<file path="config.mk">
export PLATFORM = sky130hd
export DESIGN_NAME = ifu_fetch_buf_flat
export DESIGN_NICKNAME = d
export VERILOG_FILES = /design/src/rtl/ifu_fb_pkg.sv /design/src/rtl/ifu_fetch_buf_if.sv /design/src/rtl/ifu_fb_ptr_ctl.sv /design/src/rtl/ifu_fetch_buf.sv /design/src/flat_wrapper.sv
export SDC_FILE = /design/constraint.sdc
export NUM_CORES = 1
export LEC_CHECK = 0
export BUFFER_PORTS_ARGS = -buffer_cell sky130_fd_sc_hd__buf_2
export CAP_MARGIN = 20
export CORE_UTILIZATION = 54
export DETAILED_ROUTE_END_ITERATION = 10
export GPL_TIMING_DRIVEN = 0
export PLACE_DENSITY = 0.85
export SLEW_MARGIN = 40
export SYNTH_ARGS = -nofsm -noshare
export SYNTH_HDL_FRONTEND = slang
export SYNTH_SLANG_ARGS = --single-unit
</file>
<file path="constraint.sdc">
create_clock -name clk -period 42.3 [get_ports clk]
set_clock_uncertainty 0.05 [all_clocks]
set_input_delay 10.575 -clock clk [delete_from_list [all_inputs] [get_ports clk]]
set_output_delay 10.575 -clock clk [all_outputs]
set_load 0.005 [all_outputs]
</file>
<file path="src/rtl/ifu_fb_pkg.sv">
// ---------------------------------------------------------------------------
// ifu_fb_pkg
// Shared types and constants for the IFU fetch buffer.
//   FB_DEPTH_DEF  : default number of fetch-buffer entries
//   FB_DATA_W_MAX : widest fetch-data word an entry can hold; narrower
//                   DATA_W values are zero-padded into the entry
//   fb_entry_t    : one stored fetch (addr[31:1], data, optional parity)
//   fb_parity()   : even-parity bit over {addr, data}
// Optional feature macro: RV_FB_PARITY_EN (adds the per-entry parity bit).
// ---------------------------------------------------------------------------
package ifu_fb_pkg;

  localparam int FB_DEPTH_DEF  = 4;
  localparam int FB_DATA_W_MAX = 128;

  typedef struct packed {
    logic [30:0]              addr;
    logic [FB_DATA_W_MAX-1:0] data;
`ifdef RV_FB_PARITY_EN
    logic                     par;
`endif
  } fb_entry_t;

  // Even parity: the stored bit makes the XOR of {addr, data, par} zero.
  function automatic logic fb_parity(input logic [30:0] addr,
                                     input logic [FB_DATA_W_MAX-1:0] data);
    return ^{addr, data};
  endfunction

endpackage

</file>
<file path="src/rtl/ifu_fetch_buf_if.sv">
// ---------------------------------------------------------------------------
// ifu_fetch_buf_if
// Bundles the F2 fetch write side and the aligner read/consume side of the
// fetch buffer.
//   master : fetch/aligner side (drives F2 fetch + consume requests)
//   slave  : the fetch buffer (drives entry view + accepted consumes)
// Signals:
//   ifc_fetch_req_f2, ic_hit_f2, ifc_fetch_addr_f2[30:0], ic_data_f2
//   aln_consume1, aln_consume2
//   fb_valid[1:0], fb_addr0/1[30:0], fb_data0/1, ifu_fb_consume1/2
// ---------------------------------------------------------------------------
interface ifu_fetch_buf_if #(
  parameter int DATA_W = 128
);
  logic              ifc_fetch_req_f2;
  logic              ic_hit_f2;
  logic [30:0]       ifc_fetch_addr_f2;
  logic [DATA_W-1:0] ic_data_f2;
  logic              aln_consume1;
  logic              aln_consume2;
  logic [1:0]        fb_valid;
  logic [30:0]       fb_addr0;
  logic [30:0]       fb_addr1;
  logic [DATA_W-1:0] fb_data0;
  logic [DATA_W-1:0] fb_data1;
  logic              ifu_fb_consume1;
  logic              ifu_fb_consume2;

  modport master (
    output ifc_fetch_req_f2, ic_hit_f2, ifc_fetch_addr_f2, ic_data_f2,
           aln_consume1, aln_consume2,
    input  fb_valid, fb_addr0, fb_addr1, fb_data0, fb_data1,
           ifu_fb_consume1, ifu_fb_consume2
  );

  modport slave (
    input  ifc_fetch_req_f2, ic_hit_f2, ifc_fetch_addr_f2, ic_data_f2,
           aln_consume1, aln_consume2,
    output fb_valid, fb_addr0, fb_addr1, fb_data0, fb_data1,
           ifu_fb_consume1, ifu_fb_consume2
  );
endinterface

</file>
<file path="src/rtl/ifu_fb_ptr_ctl.sv">
// ---------------------------------------------------------------------------
// ifu_fb_ptr_ctl
// Ring-buffer bookkeeping for the fetch buffer: read/write pointers, entry
// count, consume acceptance and the sticky protocol-error flag.
// Ports:
//   clk, rst                 : clock, asynchronous active-high reset
//   wr_req                   : F2 fetch hit wants to write an entry
//   flush                    : pipeline flush / taken branch (clears ring)
//   consume1, consume2       : aligner consume requests
//   rd_ptr, wr_ptr           : ring pointers
//   count                    : occupied entries
//   wr_acc                   : write accepted this cycle
//   consume1_acc/consume2_acc: consume accepted this cycle
//   err                      : sticky protocol error
// ---------------------------------------------------------------------------
module ifu_fb_ptr_ctl #(
  parameter int FB_DEPTH = 4
) (
  input  logic                        clk,
  input  logic                        rst,
  input  logic                        wr_req,
  input  logic                        flush,
  input  logic                        consume1,
  input  logic                        consume2,
  output logic [$clog2(FB_DEPTH)-1:0] rd_ptr,
  output logic [$clog2(FB_DEPTH)-1:0] wr_ptr,
  output logic [$clog2(FB_DEPTH):0]   count,
  output logic                        wr_acc,
  output logic                        consume1_acc,
  output logic                        consume2_acc,
  output logic                        err
);
  localparam int PW = $clog2(FB_DEPTH);
  localparam int CW = PW + 1;

  logic [PW-1:0] rd_ptr_reg, rd_ptr_next;
  logic [PW-1:0] wr_ptr_reg, wr_ptr_next;
  logic [CW-1:0] count_reg, count_next;
  logic          err_reg, err_next;

  logic [CW-1:0] n_req;
  logic [CW-1:0] n_acc;
  logic          cons_both;
  logic          cons_ok;
  logic          cons_err;
  logic          full;
  logic          drop_err;

  always_comb begin
    n_req = '0;
    if (consume2)
      n_req = CW'(2);
    else if (consume1)
      n_req = CW'(1);

    // Both consume strobes together is a protocol violation: take nothing.
    cons_both = consume1 & consume2;
    cons_ok   = ~flush & ~cons_both & (n_req <= count_reg);
    n_acc     = cons_ok ? n_req : '0;
    cons_err  = ~flush & (cons_both | (n_req > count_reg));

    // A full ring still takes a write if an entry leaves in the same cycle.
    full     = (count_reg == CW'(FB_DEPTH));
    wr_acc   = wr_req & ~flush & (~full | (n_acc != '0));
    drop_err = wr_req & ~flush & full & (n_acc == '0);

    consume1_acc = cons_ok & consume1 & ~consume2;
    consume2_acc = cons_ok & consume2;

    rd_ptr_next = rd_ptr_reg;
    wr_ptr_next = wr_ptr_reg;
    count_next  = count_reg;
    if (flush) begin
      rd_ptr_next = '0;
      wr_ptr_next = '0;
      count_next  = '0;
    end else begin
      // Pointer adds truncate to PW bits, giving the modulo-depth wrap.
      rd_ptr_next = rd_ptr_reg + n_acc[PW-1:0];
      wr_ptr_next = wr_ptr_reg + PW'(wr_acc);
      count_next  = count_reg + CW'(wr_acc) - n_acc;
    end
    err_next = err_reg | cons_err | drop_err;
  end

  always_ff @(posedge clk or posedge rst) begin
    if (rst) begin
      rd_ptr_reg <= '0;
      wr_ptr_reg <= '0;
      count_reg  <= '0;
      err_reg    <= 1'b0;
    end else begin
      rd_ptr_reg <= rd_ptr_next;
      wr_ptr_reg <= wr_ptr_next;
      count_reg  <= count_next;
      err_reg    <= err_next;
    end
  end

  assign rd_ptr = rd_ptr_reg;
  assign wr_ptr = wr_ptr_reg;
  assign count  = count_reg;
  assign err    = err_reg;

endmodule

</file>
<file path="src/rtl/ifu_fetch_buf.sv">
// ---------------------------------------------------------------------------
// ifu_fetch_buf
// Instruction fetch buffer between F2 fetch and the aligner. F2 hits are
// queued in a FB_DEPTH-entry ring; the two oldest entries are presented to
// the aligner, which consumes one or two per cycle.
// Parameters: FB_DEPTH (power of 2, >= 2), DATA_W (<= FB_DATA_W_MAX)
// Ports:
//   clk, rst        : clock, asynchronous active-high reset
//   bus (slave)     : F2 write side, aligner view and consume handshake
//   exu_flush_final : pipeline flush
//   dec_takenbr     : decode taken branch, flushes the buffer
//   fb_count        : occupied entries
//   fb_err          : sticky protocol error (cleared by reset only)
//   fb_perr0        : parity mismatch on oldest valid entry
//                     (only when RV_FB_PARITY_EN is defined)
// Optional feature macro: RV_FB_PARITY_EN.
// ---------------------------------------------------------------------------
module ifu_fetch_buf
  import ifu_fb_pkg::*;
#(
  parameter int FB_DEPTH = FB_DEPTH_DEF,
  parameter int DATA_W   = 128
) (
  input  logic                      clk,
  input  logic                      rst,
  ifu_fetch_buf_if.slave            bus,
  input  logic                      exu_flush_final,
  input  logic                      dec_takenbr,
  output logic [$clog2(FB_DEPTH):0] fb_count,
`ifdef RV_FB_PARITY_EN
  output logic                      fb_perr0,
`endif
  output logic                      fb_err
);
  localparam int PW = $clog2(FB_DEPTH);
  localparam int CW = PW + 1;

  logic          flush;
  logic          wr_req;
  logic          wr_acc;
  logic [PW-1:0] rd_ptr;
  logic [PW-1:0] rd1_ptr;
  logic [PW-1:0] wr_ptr;
  logic [CW-1:0] count;

  fb_entry_t entry_mem_reg [FB_DEPTH];
  fb_entry_t wr_entry;
  fb_entry_t rd0_entry;
  fb_entry_t rd1_entry;

  assign flush  = exu_flush_final | dec_takenbr;
  assign wr_req = bus.ifc_fetch_req_f2 & bus.ic_hit_f2;

  ifu_fb_ptr_ctl #(
    .FB_DEPTH (FB_DEPTH)
  ) u_ptr_ctl (
    .clk          (clk),
    .rst          (rst),
    .wr_req       (wr_req),
    .flush        (flush),
    .consume1     (bus.aln_consume1),
    .consume2     (bus.aln_consume2),
    .rd_ptr       (rd_ptr),
    .wr_ptr       (wr_ptr),
    .count        (count),
    .wr_acc       (wr_acc),
    .consume1_acc (bus.ifu_fb_consume1),
    .consume2_acc (bus.ifu_fb_consume2),
    .err          (fb_err)
  );

  always_comb begin
    wr_entry      = '0;
    wr_entry.addr = bus.ifc_fetch_addr_f2;
    wr_entry.data = FB_DATA_W_MAX'(bus.ic_data_f2);
`ifdef RV_FB_PARITY_EN
    wr_entry.par  = fb_parity(wr_entry.addr, wr_entry.data);
`endif
  end

  // Entry storage is deliberately not reset; validity comes from count.
  always_ff @(posedge clk) begin
    if (wr_acc)
      entry_mem_reg[wr_ptr] <= wr_entry;
  end

  assign rd1_ptr   = rd_ptr + PW'(1);
  assign rd0_entry = entry_mem_reg[rd_ptr];
  assign rd1_entry = entry_mem_reg[rd1_ptr];

  // Valid is masked during the flush cycle so the aligner never sees
  // entries that are about to be discarded.
  assign bus.fb_valid = flush ? 2'b00
                              : {(count >= CW'(2)), (count >= CW'(1))};
  assign bus.fb_addr0 = rd0_entry.addr;
  assign bus.fb_addr1 = rd1_entry.addr;
  assign bus.fb_data0 = rd0_entry.data[DATA_W-1:0];
  assign bus.fb_data1 = rd1_entry.data[DATA_W-1:0];
  assign fb_count     = count;

`ifdef RV_FB_PARITY_EN
  assign fb_perr0 = bus.fb_valid[0] & (^{rd0_entry.addr, rd0_entry.data, rd0_entry.par});
`endif

endmodule

</file>
<file path="src/flat_wrapper.sv">
// flat-port wrapper written by rule: the top's interface ports become plain ports
module ifu_fetch_buf_flat import ifu_fb_pkg::*;
#(
  parameter int FB_DEPTH = FB_DEPTH_DEF,
  parameter int DATA_W   = 128
)
  (clk, rst, exu_flush_final, dec_takenbr, fb_count, fb_err, bus_ifc_fetch_req_f2, bus_ic_hit_f2, bus_ifc_fetch_addr_f2, bus_ic_data_f2, bus_aln_consume1, bus_aln_consume2, bus_fb_valid, bus_fb_addr0, bus_fb_addr1, bus_fb_data0, bus_fb_data1, bus_ifu_fb_consume1, bus_ifu_fb_consume2);
  ifu_fetch_buf_if #(.DATA_W(DATA_W)) bus_i ();
  input  logic clk;
  input  logic rst;
  input  logic exu_flush_final;
  input  logic dec_takenbr;
  output logic [$clog2(FB_DEPTH):0] fb_count;
  output logic fb_err;
  input wire logic [$bits(bus_i.ifc_fetch_req_f2)-1:0] bus_ifc_fetch_req_f2;
  input wire logic [$bits(bus_i.ic_hit_f2)-1:0] bus_ic_hit_f2;
  input wire logic [$bits(bus_i.ifc_fetch_addr_f2)-1:0] bus_ifc_fetch_addr_f2;
  input wire logic [$bits(bus_i.ic_data_f2)-1:0] bus_ic_data_f2;
  input wire logic [$bits(bus_i.aln_consume1)-1:0] bus_aln_consume1;
  input wire logic [$bits(bus_i.aln_consume2)-1:0] bus_aln_consume2;
  output wire logic [$bits(bus_i.fb_valid)-1:0] bus_fb_valid;
  output wire logic [$bits(bus_i.fb_addr0)-1:0] bus_fb_addr0;
  output wire logic [$bits(bus_i.fb_addr1)-1:0] bus_fb_addr1;
  output wire logic [$bits(bus_i.fb_data0)-1:0] bus_fb_data0;
  output wire logic [$bits(bus_i.fb_data1)-1:0] bus_fb_data1;
  output wire logic [$bits(bus_i.ifu_fb_consume1)-1:0] bus_ifu_fb_consume1;
  output wire logic [$bits(bus_i.ifu_fb_consume2)-1:0] bus_ifu_fb_consume2;
  assign bus_i.ifc_fetch_req_f2 = bus_ifc_fetch_req_f2;
  assign bus_i.ic_hit_f2 = bus_ic_hit_f2;
  assign bus_i.ifc_fetch_addr_f2 = bus_ifc_fetch_addr_f2;
  assign bus_i.ic_data_f2 = bus_ic_data_f2;
  assign bus_i.aln_consume1 = bus_aln_consume1;
  assign bus_i.aln_consume2 = bus_aln_consume2;
  assign bus_fb_valid = bus_i.fb_valid;
  assign bus_fb_addr0 = bus_i.fb_addr0;
  assign bus_fb_addr1 = bus_i.fb_addr1;
  assign bus_fb_data0 = bus_i.fb_data0;
  assign bus_fb_data1 = bus_i.fb_data1;
  assign bus_ifu_fb_consume1 = bus_i.ifu_fb_consume1;
  assign bus_ifu_fb_consume2 = bus_i.ifu_fb_consume2;
  ifu_fetch_buf #(.FB_DEPTH(FB_DEPTH), .DATA_W(DATA_W)) u_core (.clk(clk), .rst(rst), .bus(bus_i), .exu_flush_final(exu_flush_final), .dec_takenbr(dec_takenbr), .fb_count(fb_count), .fb_err(fb_err));
endmodule
</file>
# Word-level counts from Yosys, hierarchy flattened
# Memory sizes are Yosys's and may differ from the RTL's.
# Cells that the tools add are included.
# Widths: inputs -> output; s select.
# word_totals
register_bits,8
ramBits,636
mem_count,1
# classes
add_sub_neg,5
magnitude_cmp,4
eq_ne,1
mux,9
bitwise,21
n_reduce_logical,2
# memory_table
memory,words,width,rd,rd_ports_with_merged_regs,write_ports,line_no,rtl
u_core.entry_mem_reg,4,159,2,0,1,ifu_fetch_buf.sv:46,fb_entry_t entry_mem_reg [FB_DEPTH];
# ops
op,count
$and 1x1->1,12
$mux 2,4
$mux 3,2
$or 1x1->1,5
$not 1->1,4
$add 3x1->3,1
$eq 3x3->1 const B,1
$ge 3x1->1 const B,1
$ge 3x2->1 const B,1
$gt 3x3->1,1
$le 3x3->1,1
$logic_not 3->1,1
$mux 1,3
$reduce_bool 3->1,1
$sub 3x3->3,1
$add 2x1->2,1
$add 2x1->2 const B,1
$add 2x2->2,1

# Logic depth before layout (Yosys ltp)
# logic_depth
depth_word,11
mapped_depth,12

# By module
# From an unflattened synthesis, not the netlist that was laid out.
# unflattened
cells_unflattened,1091
area_unflattened_um2,27503.9
# modules_own_cells
module,n_inst,cells_each,area_each_um2
ifu_fetch_buf,1,1036,26974.6
ifu_fb_ptr_ctl,1,55,529.3

# Worst setup path before layout
# Ideal clock, no wire load.
# synth_path
path_type,input-to-reg
startpoint,input dec_takenbr
endpoint,"memory u_core.entry_mem_reg[1][0] (netlist name), enable pin"
setup_time_ns,0.905
t_arrival_ns,22.587
t_required_ns,41.345
setup_slack_ns,18.758
stages,3
path_buffers,0
cell_sequence,nor2_1 nand3_2 nor3b_1
# synth_between
elab_chain_len,10
elab_cells_between_ends,11
# synth_rtl
element,line_no,rtl
start: declaration,flat_wrapper.sv:12,input logic dec_takenbr;
$or 1x1->1 (*),ifu_fetch_buf.sv:51,assign flush = exu_flush_final | dec_takenbr;
$not 1->1 (*),"ifu_fb_ptr_ctl.sv:58, ifu_fb_ptr_ctl.sv:64",
$and 1x1->1 (2 in a row),ifu_fb_ptr_ctl.sv:58,cons_ok = ~flush & ~cons_both & (n_req <= count_reg);
$mux 3,ifu_fb_ptr_ctl.sv:59,n_acc = cons_ok ? n_req : '0;
$reduce_bool 3->1,ifu_fb_ptr_ctl.sv:64,wr_acc = wr_req & ~flush & (~full | (n_acc != '0));
$or 1x1->1,ifu_fb_ptr_ctl.sv:64,
$and 1x1->1 (*),ifu_fb_ptr_ctl.sv:64,
$mux 1 (*),ifu_fetch_buf.sv:83,if (wr_acc)
$mux 1 (implied by the code) (*),ifu_fetch_buf.sv:84,entry_mem_reg[wr_ptr] <= wr_entry;
end: declaration,ifu_fetch_buf.sv:46,
# Every way passes the cells marked *; elsewhere a longest branch is shown, timed or not.

# Worst setup path after layout
# layout_path
startpoint,input bus_aln_consume2
endpoint,output bus_ifu_fb_consume1
# layout_between
elab_chain_len,6
elab_cells_between_ends,9
# layout_rtl
element,line_no,rtl
start: declaration,flat_wrapper.sv:20,input wire logic [$bits(bus_i.aln_consume2)-1:0] bus_aln_consume2;
branches (longest 5 deep; another with $le 3x3->1),--,
$and 1x1->1 (*),ifu_fb_ptr_ctl.sv:67,consume1_acc = cons_ok & consume1 & ~consume2;
end: declaration,flat_wrapper.sv:26,output wire logic [$bits(bus_i.ifu_fb_consume1)-1:0] bus_ifu_fb_consume1;
# Every way passes the cells marked *.

==> results.py <==
metrics = {
    "cts": {
        "cts_inserted_buffers": 66,
        "ctsResizeCount": 0,
        "root_buffer": "clkbuf_16",
        "clock_path_buffers": 3,
        "htree_num_levels": 3,
        "hold_buffers": 0,
        "post-cts-setup-buffer-count": 0,
        "path_clk_slew_ns": 0.05,
        "cts_tree": "done",
        "clkLatencyLatePin_ns": 0.59,
        "cts.sinks": 644,
    },
    "layout": {
        "fin_cells": 2481,
        "drive_gt1_share_pct": 59.7,
        "nFillCells": 3062,
        "postLayoutCoreUtil_pct": 67.4,
        "syn2layout_area_growth_pct": 22.3,
        "final_cell_area_um2": 33900,
        "most-common-layout-cells": "636 x edfxtp_1, 543 x buf_2, 318 x mux4_2",
        "largest_reg_flops": 636,
        "final_common_cell": "edfxtp_1",
        "nNetsFinal": 1920,
    },
    "synth": {
        "synthFlopType": "edfxtp_1",
        "syn_area_per_cell_um2": 25.4,
        "synth-compound-area-share_pct": 0.104,
        "synth_top_family_by_area": "multiplexers",
        "synthSimpleGateAreaFrac_pct": 0.699,
        "synth_xor_area_share_pct": 0.126,
        "yosysTopAreaCellShare_pct": 68.8,
        "synthArstFlopShare_pct": 1.24,
        "syn-num-nets": 1266,
        "ys_warn_count": 0,
        "synth_seq_cells": 644,
        "syn_inst": 1092,
        "synth.distinct_cells": 31,
        "synth.area.top_cells": "edfxtp_1 69%, mux4_2 26%, buf_12 2.4%",
        "yosysSeqAreaShare_pct": 69.5,
        "synth_mux_area_share_pct": 25.8,
        "synth-edff-count": 636,
        "yosys.area.top_type": "edfxtp_1",
        "synth_fa_ha_area_share_pct": 0.343,
        "syn_area_um2": 27700,
    },
    "detailed_routing": {
        "wl_per_cell_um": 29.8,
        "vias": 15891,
        "ant_nets": 0,
        "via_per_inst": 6.41,
        "drtIter0Drc": 1668,
        "dr.pass1.iters": 7,
        "drt_wl_total_um": 73900,
        "drc": 0,
    },
    "die": {
        "pin_count": 493,
        "fp.dieH_um": 229,
        "num_rows": 82,
        "die_w_um": 229,
        "initial_core_util_pct": 55.1,
        "coreArea_um2": 50400,
        "die_area_um2": 52300,
    },
    "global_routing": {
        "grt_pass1_vias": 16752,
        "grt.total_usage_pct": 28.4,
        "grt_pass1_wl_um": 109000,
        "grt_max_degree": 35,
        "grt-ovfl-total": 0,
        "antenna_found_initial": 17,
    },
    "worst_setup_path": {
        "path_depth": 8,
        "worst-path-buf-inv": 3,
        "startpoint": "bus_aln_consume2",
        "critical-path-top-delay-family": "simple AND/OR/NAND/NOR gates",
        "crit_top_cell": "buf_2",
        "worstSetupPathType": "primary input to output port",
        "path_cells": "buf_2 > nand2b_1 > ha_1 > a21oi_1 > o21ai_1 > nand3b_1 > inv_1 > buf_2",
        "r2r_end": "u_core.entry_mem_reg[1][90]",
        "end_kind": "output port",
        "endpoint": "bus_ifu_fb_consume1",
        "cp.required_ns": 31.67,
        "slowest_delay_ns": 0.30,
        "crit_fanout": 6,
        "rrSetupSlack_ns": 38.39,
        "r2r_cells": 13,
        "crit_slowest_cell": "ha_1",
        "cp-start-kind": "primary input",
        "r2r-start": "u_core.u_ptr_ctl.count[2]",
        "crit_arrival_ns": 11.98,
    },
    "power_and_ir_drop": {
        "power.leakage_nw": 11.6,
        "power.density_nw_per_um2": 39.5,
        "peakVddDrop_v": 0.0000417,
    },
    "min_path": {
        "hold_path_depth": 1,
        "min-delay-start": "u_core.u_ptr_ctl.err",
        "worstHoldPathType": "flop to flop",
    },
    "sta": {
        "timing.final.crit_share_pct": 53.4,
        "period_needed_ns": 22.61,
        "slew_headroom_pct": 45.2,
        "finalSetupViolations": 0,
        "whs_ns": 0.423,
        "worst_pin_slew_ns": 0.822,
        "rsz0062_at_grt": "false",
        "hold_viol": 0,
        "setup_tns_ns": 0,
        "finalMaxSlewViolations": 0,
        "max_clock_freq_mhz": 44.2,
    },
    "placement": {
        "portBuffers": 492,
        "postPlaceCellArea_um2": 31800,
        "dp_hpwl_um": 51900,
        "place_inst": 2350,
        "place.gp.congestion": 0.824,
    },
    "job": {
        "maxCapViolations": 0,
    },
    "outcome": {
        "status": "completed",
    },
}
## final cells by class
type                       count  area, um2  share of cell area (%)
antenna                       11       27.5                  0.0811
timing repair buffer         586       3170                    9.33
multi-input combinational    368       7530                    22.2
inverter                       8       30.0                  0.0885
sequential                   644      19300                    56.9
clock buffer                  87       1830                    5.41
clock inverter                33        295                   0.870
tap                          672        841                    2.48
buffer                        72        906                    2.67
## how the worst min path moves through the flow
| stage | to | slack [ns] |
|---|---|---|
| after detailed placement | u_core.u_ptr_ctl.err | 0.41 |
| after global placement | u_core.u_ptr_ctl.err | 0.41 |
| after floorplan | u_core.u_ptr_ctl.err | 0.40 |
| after global routing | u_core.u_ptr_ctl.err | 0.46 |
| final | u_core.u_ptr_ctl.err | 0.42 |
| after CTS | u_core.u_ptr_ctl.err | 0.43 |
## synthesized netlist by cell type, drive strengths merged, types with 2 or more instances
master  count
edfxtp    636
mux4      318
buf        69
nor2        9
dfrtp       8
inv         8
ha          6
nand3       6
and2        4
nor3b       4
clkbuf      3
nor2b       3
a21oi       2
nand2b      2
nor3        2
xnor2       2
xor2        2
## cells by family (layout without fill, tap and decap cells)
kind of cell               after synthesis  after routing
muxes                                  318            318
xor gates and xnor gates                 4              4
adders and majority gates                7              7
and+or+nand+nor                         34             34
other                                    0             11
AOI/OAI and AO/OA                        5              5
buffers and inverters                   80            786
DFF                                    644            644
## through the flow
| step | setup slack [ns] | power, mW |
|---|---|---|
| floorplan | 18.76 | 0.750 |
| finish | 19.69 | 1.34 |
| global route | 19.61 | 1.37 |
| detailed placement | 19.75 | 0.779 |
| CTS | 19.74 | 1.35 |
| global placement | 8.93 | 0.778 |
## power breakdown
part           total [mW]  internal [mW]  leakage, nW  switching [mW]
clock network       0.575          0.332         1.04           0.243
logic              0.0604         0.0303         4.77          0.0302
registers           0.706          0.704         5.84         0.00172
total                1.34           1.07         11.6           0.275
## layer usage
| layer | share of wire (%) | wire (um) | vias to the layer above | track usage, % |
|---|---|---|---|---|
| met5 | 0.14 | 100 | - | 0 |
| met1 | 34 | 25000 | 8319 | 33.3 |
| li1 | - | - | 6241 | - |
| met2 | 52 | 38400 | 1100 | 48.5 |
| met4 | 4.2 | 3120 | 16 | 13.0 |
| met3 | 9.9 | 7280 | 215 | 8.25 |
(Power assumes the default switching activity.)
